## src/rtl/pwm_pkg.sv

```systemverilog
// Shared definitions for the PWM/divider path and its period meter.
package pwm_pkg;
    localparam int DIV_W = 16;

    typedef enum logic [1:0] {
        ACQUIRE   = 2'd0,
        MEAS_HIGH = 2'd1,
        MEAS_LOW  = 2'd2
    } meas_state_e;
endpackage

```

## src/rtl/clock_period_meter_if.sv

```systemverilog
// Measured-clock input and result bus of the period meter.
interface clock_period_meter_if #(parameter int CNT_W = 17);
    logic                         i_meas_clk;
    logic [CNT_W-1:0]             o_high_cnt;
    logic [CNT_W-1:0]             o_low_cnt;
    logic [pwm_pkg::DIV_W-1:0]    o_divisor;
    logic                         o_symmetric;
    logic                         o_valid;
    logic                         o_locked;
    logic                         o_stalled;

    modport master (
        output i_meas_clk,
        input  o_high_cnt, o_low_cnt, o_divisor, o_symmetric, o_valid, o_locked, o_stalled
    );
    modport slave (
        input  i_meas_clk,
        output o_high_cnt, o_low_cnt, o_divisor, o_symmetric, o_valid, o_locked, o_stalled
    );
endinterface

```

## src/rtl/sync_edge_detect.sv

```systemverilog
// Multi-flop synchronizer with a history flop producing single-cycle edge strobes.
module sync_edge_detect #(
    parameter int SYNC_STAGES = 2
) (
    input  logic i_clk,
    input  logic i_rst,
    input  logic i_async,
    output logic o_level,
    output logic o_rise,
    output logic o_fall
);
    logic [SYNC_STAGES-1:0] r_sync;
    logic                   r_hist;

    always_ff @(posedge i_clk) begin
        if (i_rst) begin
            r_sync <= '0;
            r_hist <= 1'b0;
        end else begin
            r_sync <= {r_sync[SYNC_STAGES-2:0], i_async};
            r_hist <= r_sync[SYNC_STAGES-1];
        end
    end

    assign o_level = r_sync[SYNC_STAGES-1];
    assign o_rise  = o_level & ~r_hist;
    assign o_fall  = ~o_level & r_hist;
endmodule

```

## src/rtl/clock_period_meter.sv

```systemverilog
// Measures high/low phase lengths of a slow clock in i_clk cycles, recovers the
// divisor and reports symmetry, lock and stall status.
module clock_period_meter
    import pwm_pkg::*;
#(
    parameter int CNT_W       = 17,
    parameter int SYNC_STAGES = 2,
    parameter int TIMEOUT     = 131071
) (
    input  logic                 i_clk,
    input  logic                 i_rst,
    clock_period_meter_if.slave  bus
);
    localparam logic [CNT_W-1:0] CNT_MAX = '1;
    localparam logic [CNT_W-1:0] TO_LAST = CNT_W'(TIMEOUT - 1);
    localparam logic [CNT_W-1:0] TO_VAL  = CNT_W'(TIMEOUT);
    localparam int               XW      = CNT_W + DIV_W;
    localparam logic [DIV_W-1:0] DIV_MAX = '1;

    logic w_rise, w_fall, w_edge, w_unused_level;
    logic w_load, w_hold_high, w_result, w_to_hit;
    meas_state_e r_state, w_state_nxt;

    logic [CNT_W-1:0] r_cnt, r_to, r_high;
    logic [CNT_W-1:0] r_high_cnt, r_low_cnt;
    logic [DIV_W-1:0] r_divisor;
    logic             r_symmetric, r_valid, r_locked, r_stalled, r_have_prev;

    logic [CNT_W:0]   w_sum, w_half;
    logic [XW-1:0]    w_half_ext;
    logic [DIV_W-1:0] w_div;

    sync_edge_detect #(.SYNC_STAGES(SYNC_STAGES)) u_sync (
        .i_clk   (i_clk),
        .i_rst   (i_rst),
        .i_async (bus.i_meas_clk),
        .o_level (w_unused_level),
        .o_rise  (w_rise),
        .o_fall  (w_fall)
    );

    assign w_edge   = w_rise | w_fall;
    assign w_to_hit = !w_edge && (r_to == TO_LAST);

    always_ff @(posedge i_clk) begin
        if (i_rst) r_state <= ACQUIRE;
        else       r_state <= w_state_nxt;
    end

    always_comb begin
        w_state_nxt = r_state;
        w_load      = 1'b0;
        w_hold_high = 1'b0;
        w_result    = 1'b0;
        unique case (r_state)
            ACQUIRE:   if (w_rise) begin w_state_nxt = MEAS_HIGH; w_load = 1'b1; end
            MEAS_HIGH: if (w_fall) begin w_state_nxt = MEAS_LOW;  w_load = 1'b1; w_hold_high = 1'b1; end
            MEAS_LOW:  if (w_rise) begin w_state_nxt = MEAS_HIGH; w_load = 1'b1; w_result = 1'b1; end
            default:   w_state_nxt = ACQUIRE;
        endcase
        if (w_to_hit) w_state_nxt = ACQUIRE;
    end

    // Sum carries one extra bit so two saturated phases cannot wrap before halving.
    assign w_sum      = {1'b0, r_high} + {1'b0, r_cnt};
    assign w_half     = w_sum >> 1;
    assign w_half_ext = XW'(w_half);
    assign w_div      = (w_half_ext > XW'(DIV_MAX)) ? DIV_MAX : w_half_ext[DIV_W-1:0];

    always_ff @(posedge i_clk) begin
        if (i_rst) begin
            r_cnt       <= '0;
            r_to        <= '0;
            r_high      <= '0;
            r_high_cnt  <= '0;
            r_low_cnt   <= '0;
            r_divisor   <= '0;
            r_symmetric <= 1'b0;
            r_valid     <= 1'b0;
            r_locked    <= 1'b0;
            r_stalled   <= 1'b0;
            r_have_prev <= 1'b0;
        end else begin
            if (w_load)                r_cnt <= CNT_W'(1);
            else if (r_cnt != CNT_MAX) r_cnt <= r_cnt + 1'b1;

            if (w_edge)              r_to <= '0;
            else if (r_to != TO_VAL) r_to <= r_to + 1'b1;

            if (w_hold_high) r_high <= r_cnt;

            r_valid <= w_result;
            if (w_result) begin
                r_high_cnt  <= r_high;
                r_low_cnt   <= r_cnt;
                r_divisor   <= w_div;
                r_symmetric <= (r_high == r_cnt);
                r_locked    <= r_have_prev && (r_high == r_high_cnt) && (r_cnt == r_low_cnt);
                r_have_prev <= 1'b1;
            end

            // Results stay on display across a stall; only the lock history is dropped.
            if (w_to_hit) begin
                r_stalled   <= 1'b1;
                r_locked    <= 1'b0;
                r_have_prev <= 1'b0;
            end else if (w_rise) begin
                r_stalled   <= 1'b0;
            end
        end
    end

    assign bus.o_high_cnt  = r_high_cnt;
    assign bus.o_low_cnt   = r_low_cnt;
    assign bus.o_divisor   = r_divisor;
    assign bus.o_symmetric = r_symmetric;
    assign bus.o_valid     = r_valid;
    assign bus.o_locked    = r_locked;
    assign bus.o_stalled   = r_stalled;
endmodule
```

## src/flat_wrapper.sv

```systemverilog
// flat-port wrapper written by rule: the top's interface ports become plain ports
module clock_period_meter_flat import pwm_pkg::*;
#(
    parameter int CNT_W       = 17,
    parameter int SYNC_STAGES = 2,
    parameter int TIMEOUT     = 131071
)
  (i_clk, i_rst, bus_i_meas_clk, bus_o_high_cnt, bus_o_low_cnt, bus_o_divisor, bus_o_symmetric, bus_o_valid, bus_o_locked, bus_o_stalled);
  clock_period_meter_if #(.CNT_W(CNT_W)) bus_i ();
  input  logic i_clk;
  input  logic i_rst;
  input wire logic [$bits(bus_i.i_meas_clk)-1:0] bus_i_meas_clk;
  output wire logic [$bits(bus_i.o_high_cnt)-1:0] bus_o_high_cnt;
  output wire logic [$bits(bus_i.o_low_cnt)-1:0] bus_o_low_cnt;
  output wire logic [$bits(bus_i.o_divisor)-1:0] bus_o_divisor;
  output wire logic [$bits(bus_i.o_symmetric)-1:0] bus_o_symmetric;
  output wire logic [$bits(bus_i.o_valid)-1:0] bus_o_valid;
  output wire logic [$bits(bus_i.o_locked)-1:0] bus_o_locked;
  output wire logic [$bits(bus_i.o_stalled)-1:0] bus_o_stalled;
  assign bus_i.i_meas_clk = bus_i_meas_clk;
  assign bus_o_high_cnt = bus_i.o_high_cnt;
  assign bus_o_low_cnt = bus_i.o_low_cnt;
  assign bus_o_divisor = bus_i.o_divisor;
  assign bus_o_symmetric = bus_i.o_symmetric;
  assign bus_o_valid = bus_i.o_valid;
  assign bus_o_locked = bus_i.o_locked;
  assign bus_o_stalled = bus_i.o_stalled;
  clock_period_meter #(.CNT_W(CNT_W), .SYNC_STAGES(SYNC_STAGES), .TIMEOUT(TIMEOUT)) u_core (.i_clk(i_clk), .i_rst(i_rst), .bus(bus_i));
endmodule
```

## config.mk

```make
export PLATFORM = sky130hd
export DESIGN_NAME = clock_period_meter_flat
export DESIGN_NICKNAME = d
export VERILOG_FILES = /design/src/rtl/pwm_pkg.sv /design/src/rtl/clock_period_meter_if.sv /design/src/rtl/sync_edge_detect.sv /design/src/rtl/clock_period_meter.sv /design/src/flat_wrapper.sv
export SDC_FILE = /design/constraint.sdc
export NUM_CORES = 1
export LEC_CHECK = 0
export CAP_MARGIN = 30
export CORE_MARGIN = 2
export CORE_UTILIZATION = 57
export CTS_CLUSTER_DIAMETER = 40
export DETAILED_ROUTE_END_ITERATION = 10
export PLACE_DENSITY = 0.86
export SKIP_LAST_GASP = 1
export SYNTH_ARGS = -nofsm -noshare
export SYNTH_HDL_FRONTEND = slang
export SYNTH_HIERARCHICAL = 1
export SYNTH_SLANG_ARGS = --single-unit
```

## constraint.sdc

```tcl
create_clock -name i_clk -period 3.45 [get_ports i_clk]
set_input_delay 0.5175 -clock i_clk [delete_from_list [all_inputs] [get_ports i_clk]]
set_output_delay 0.5175 -clock i_clk [all_outputs]
set_load 0.02 [all_outputs]
```

**Word level (Yosys, flattened, before mapping)**

Index checks and enable logic that the tools add are counted.

- Bits in registers: 111
- Logic and storage cells: 59
- Output and inout bits: 54
- Bits of input ports: 3

- Equality and inequality tests: 10
- Reductions and logical operators: 12
- Add/subtract/negate cells: 3
- $lt $le $gt $ge: 1
- Muxes and demuxes: 13
- Bitwise operators: 5

Operators by type and width:

| kind | count |
|---|---|
| $eq 17x17->1 | 3 |
| $add 17x1->17 const B | 2 |
| $ne 17x17->1 const B | 2 |
| $add 17x17->18 | 1 |
| $eq 17x17->1 const B | 1 |
| $gt 17x16->1 const B | 1 |
| $mux 16 | 1 |
| $mux 1 | 8 |
| $reduce_or 2->1 | 4 |
| $mux 2 | 2 |
| $ne 2x1->1 const B | 2 |
| $pmux 2 s2 | 1 |
| $reduce_bool 2->1 | 2 |
| $logic_and 1x1->1 | 3 |
| $and 1x1->1 | 2 |
| $eq 2x1->1 const B | 1 |
| $eq 2x2->1 const B | 1 |
| $logic_not 2->1 | 1 |
| $not 1->1 | 2 |
| $pmux 1 s2 | 1 |
| $reduce_and 2->1 | 1 |
| $logic_not 1->1 | 1 |
| $or 1x1->1 | 1 |

**Longest topological paths before layout**

- Depth after elaboration: 6
- Depth in mapped cells: 12
- Mapped depth without buffers: 11

**Modules after synthesis**

Netlist, hierarchy kept.

By module, submodules not included:

| module | instances | seq. area each (um^2) | cells each | area each (um^2) |
|---|---|---|---|---|
| clock_period_meter | 1 | 2,162.1 | 653 | 5,442.7 |
| sync_edge_detect | 1 | 60.1 | 8 | 91.3 |

**Worst setup path before layout**

Ideal clock, no wire load.

- Kind: reg-to-reg
- Start: reg u_core.r_cnt[6]
- End: reg u_core.r_cnt[15]
- Data arrival time: 2,249 ps
- Setup slack: 1,073 ps
- Stages on the path, launching flop included: 13
- Required time: 3,322 ps
- Clock period less this slack: 2,377 ps
- Buffers on the path: 2
- Setup time: 128 ps
- Cells stage by stage: dfxtp_1 > clkbuf_1 > and4_1 > nand4_1 > nor3_1 > and4_1 > ha_1 > clkbuf_1 > nand4b_1 > nor3_1 > nand3_1 > xor2_1 > nor2_1

- Longest elaborated chain between the ends: 1
- Elaborated cells on any way between the ends: 2
- Classes of those cells: 1 x add/sub; 1 x eq/ne

RTL lines:

| what | line | source |
|---|---|---|
| start: declaration | clock_period_meter.sv:24 | `logic [CNT_W-1:0] r_cnt, r_to, r_high;` |
| start signal: assignment | clock_period_meter.sv:85 | `else if (r_cnt != CNT_MAX) r_cnt <= r_cnt + 1'b1;` |
| $add 17x1->17 or $ne 17x17->1 (tied branches) | clock_period_meter.sv:85 |  |

Several ways; a longest one is shown, not always the timed one.
A chain may end at the register's enable or synchronous reset.

**Final worst setup path**

Same ends and word-level chain as after synthesis.

==> reports/metrics.cfg <==
[timing]
worst_slew_pin_slew_ns=0.827
period_share_pct=79.6
finalCriticalPeriod_ns=2.75
rsz0062_at_grt=no
setup-violations-final=0
drv_slew=0
skew_ns=0.0175
tns_ns=0
max_freq_ghz=0.364
slew_headroom_pct=44.7
hold_violations=0

[clock_network]
cts_tree=done
clockBufferDepth=2
clock-sinks=111
path_clk_slew_ns=0.12
cts_hold_buffers=0
clkLatencyLatePin_ns=0.38
post_cts_buffers=0
ctsResizeCount=0
htreeDepth=3
numCtsBuffers=9
root_buffer=clkbuf_8

[power]
p_clk_share_pct=37.9
intPower_mw=1.67
seq_power_share_pct=58.9
switching_share_pct=24.4
ir_drop_mv=0.254
comb_power_share_pct=3.1
leakage_nw=2.33
power.density_nw_per_um2=351
p_sw_mw=0.540

[finish]
nFillCells=733
n_antenna_cell=0
post_route_cells_drive_above_1_share_pct=5.89
syn2layout_area_growth_pct=13.8
nets=717
utilization_pct=67.5

[synth]
synth.area.top_cells=dfxtp_1 (40%), nand2_1 (8.6%), xor2_1 (7.8%)
synth_top_area_share_pct=40.2
yosysWarnings=6
ys_types=52
synth_ff_type=dfxtp_1
yosysSeqAreaShare_pct=40.2
ys_async_sr_fraction_pct=0
avgSynthCellArea_sq_um=8.37
synth_nets=687
syn_area_sq_um=5530
synth_cells=661
ys_seq_elements=111
synth_edf_count=0
synth_top_area_cell=dfxtp_1

[outcome]
outcome=complete, no violations

[die]
die_area_sq_um=10500
start_util_pct=59.3
fp.dieW_um=103
rows=35
die_height_um=103
ios=57
core_sq_um=9330

[routing]
routed_wl_um=13300
routed-wl-met3_um=757
ant_nets=0
route.detailed.drc=0
drt_first_pass_iters=5
via_count=4772
drtIter0Drc=264
viasPerCell=5.78
wl_met1_um=5630
met2WireLength_um=6650
top_layer=met4
wire_per_inst_um=16.2

[critical_path]
crit_path_end_kind=flop
crit_fanout=9
path_cells=and4_1, nand4_1, nor3_1, and4_1, ha_1, nand4b_1, nor3_1, nand3_1, xor2_1, nor2_1
critPathArrivalTime_ns=2.99
worst-path-buf-inv=0
crit_slowest_cell=dfxtp_1
startpoint_type=flop
cp_top_family=simple AND/OR/NAND/NOR gates
critPathKind=reg -> reg
cp_data_required_time_ns=3.70
slowest_delay_ns=0.53

[placed_design]
gp_congestion=0.892
hpwl_um=9630
io_buffers=56

[grt]
overflow=0
grt_usage_pct=26.3
grt_pass1_vias=4677
grt_start_max_net_pins=54
grt_first_pass_wirelength_um=22000
antenna_found_initial=0

[min_path]
hold_class=reg -> reg

[run]
max-cap-violations=0

cells in the mapped netlist, types with 4 or more instances:
library cell  instances
nand2_1             127
dfxtp_1             111
a21oi_1              72
nor2_1               62
xor2_1               49
clkbuf_1             28
xnor2_1              23
ha_1                 22
nand4_1              13
nor2b_1              12
a211oi_2             11
nor4_1               11
o21ai_0              11
nand3_1              10
a21o_1                9
or3_1                 7
a211oi_1              6
and3_1                5
buf_2                 5
nand2b_1              5
nor3_1                5
a31oi_1               4
and2_1                4
and4_1                4
buf_1                 4
inv_1                 4
mux2i_1               4
worst reg2reg max path: stages, from the launching register on:
cell and delay [ns]:
dfxtp_1 0.53, and4_1 0.28, nand4_1 0.15, nor3_1 0.30, and4_1 0.26, ha_1 0.34
nand4b_1 0.27, nor3_1 0.12, nand3_1 0.13, xor2_1 0.18, nor2_1 0.06
cells in the final DEF (no fill, tap or decap), types with 2 or more instances in the layout:
cell / netlist / final
nor3_1: 5 / 5
buf_4: 0 / 4
a21o_1: 9 / 9
inv_6: 0 / 2
o211ai_1: 3 / 3
xnor2_1: 23 / 23
or3_1: 7 / 7
nand4_1: 13 / 13
nor4_1: 11 / 11
nand3_1: 10 / 10
o21ai_0: 11 / 11
nor2b_1: 12 / 12
o21a_1: 3 / 3
xor2_1: 49 / 49
dfxtp_1: 111 / 111
and4_1: 4 / 4
clkbuf_8: 0 / 9
mux2i_1: 4 / 4
nand2_1: 127 / 127
clkdlybuf4s50_1: 0 / 55
nand4b_1: 2 / 2
nor2_1: 62 / 62
a211oi_2: 11 / 11
a211oi_1: 6 / 6
inv_1: 4 / 4
nand2b_1: 5 / 5
and3_1: 5 / 5
and2_1: 4 / 4
ha_1: 22 / 22
a21oi_4: 2 / 2
a21oi_1: 72 / 72
a31oi_1: 4 / 4
nand3b_1: 2 / 2
final timing paths:
kind         cells after the start  slack (ns)                      to                    from
max                             10        0.70        u_core/r_cnt[15]         u_core/r_cnt[6]
min                              2        0.47  u_core/bus.o_symmetric  u_core/bus.o_symmetric
max reg2reg                     10        0.70        u_core/r_cnt[15]         u_core/r_cnt[6]
min reg2reg                      2        0.47  u_core/bus.o_symmetric  u_core/bus.o_symmetric
sequential cells by signal, summed over array words and instances (netlist names), 2 cells and up:
register / count
u_core/bus.o_high_cnt: 17
u_core/bus.o_low_cnt: 17
u_core/r_cnt: 17
u_core/r_high: 17
u_core/r_to: 17
u_core/bus.o_divisor: 16
u_core/r_state: 2
u_core/u_sync/r_sync: 2
cell families after synthesis:
group           after synthesis  synth area share (%)
xor+xnor                     72                  11.4
fa+ha+maj                    23                  5.34
mux                           4                 0.724
simple gates                275                  22.7
buf+inv                      45                  3.75
compound gates              131                  16.0
flops                       111                  40.2
stage by stage:
| step | power (mW) | hold slack [ns] | setup WS (ns) | area (sq um) | std cells |
|---|---|---|---|---|---|
| after floorplan | 1.38 | 0.414 | 1.07 | 5530 | 661 |
| after global placement | 1.40 | 0.440 | 0.926 | 6090 | 809 |
| after detailed placement | 1.40 | 0.447 | 0.805 | 6090 | 809 |
| after CTS | 2.22 | 0.467 | 0.773 | 6300 | 825 |
| after global routing | 2.27 | 0.492 | 0.515 | 6300 | 825 |
| final | 2.21 | 0.469 | 0.704 | 6300 | 825 |
area by class of cell:
| class | instances | area [sq um] | share of cell area (%) |
|---|---|---|---|
| multi-input combinational | 505 | 3100 | 49.3 |
| sequential | 111 | 2220 | 35.3 |
| timing repair buffer | 60 | 586 | 9.29 |
| tap | 129 | 161 | 2.56 |
| clock buffer | 10 | 128 | 2.03 |
| clock inverter | 6 | 83.8 | 1.33 |
| inverter | 4 | 15.0 | 0.238 |
routing by layer:
metal / global-route usage (%) / vias up
li1: - / 2298
met1: 33.7 / 2277
met2: 44.0 / 165
met3: 4.14 / 32
met4: 11.1 / 0
met5: 0 / -
power by group through the flow:
stage | combinational (mW) | clock (mW) | sequential, mW
final | 0.0694 | 0.838 | 1.30
after global routing | 0.0775 | 0.893 | 1.30
after CTS | 0.0683 | 0.850 | 1.30
after detailed placement | 0.0674 | 0 | 1.33
after global placement | 0.0649 | 0 | 1.33
after floorplan | 0.0537 | 0 | 1.33
No activity file was read; power rests on OpenSTA's default activity.
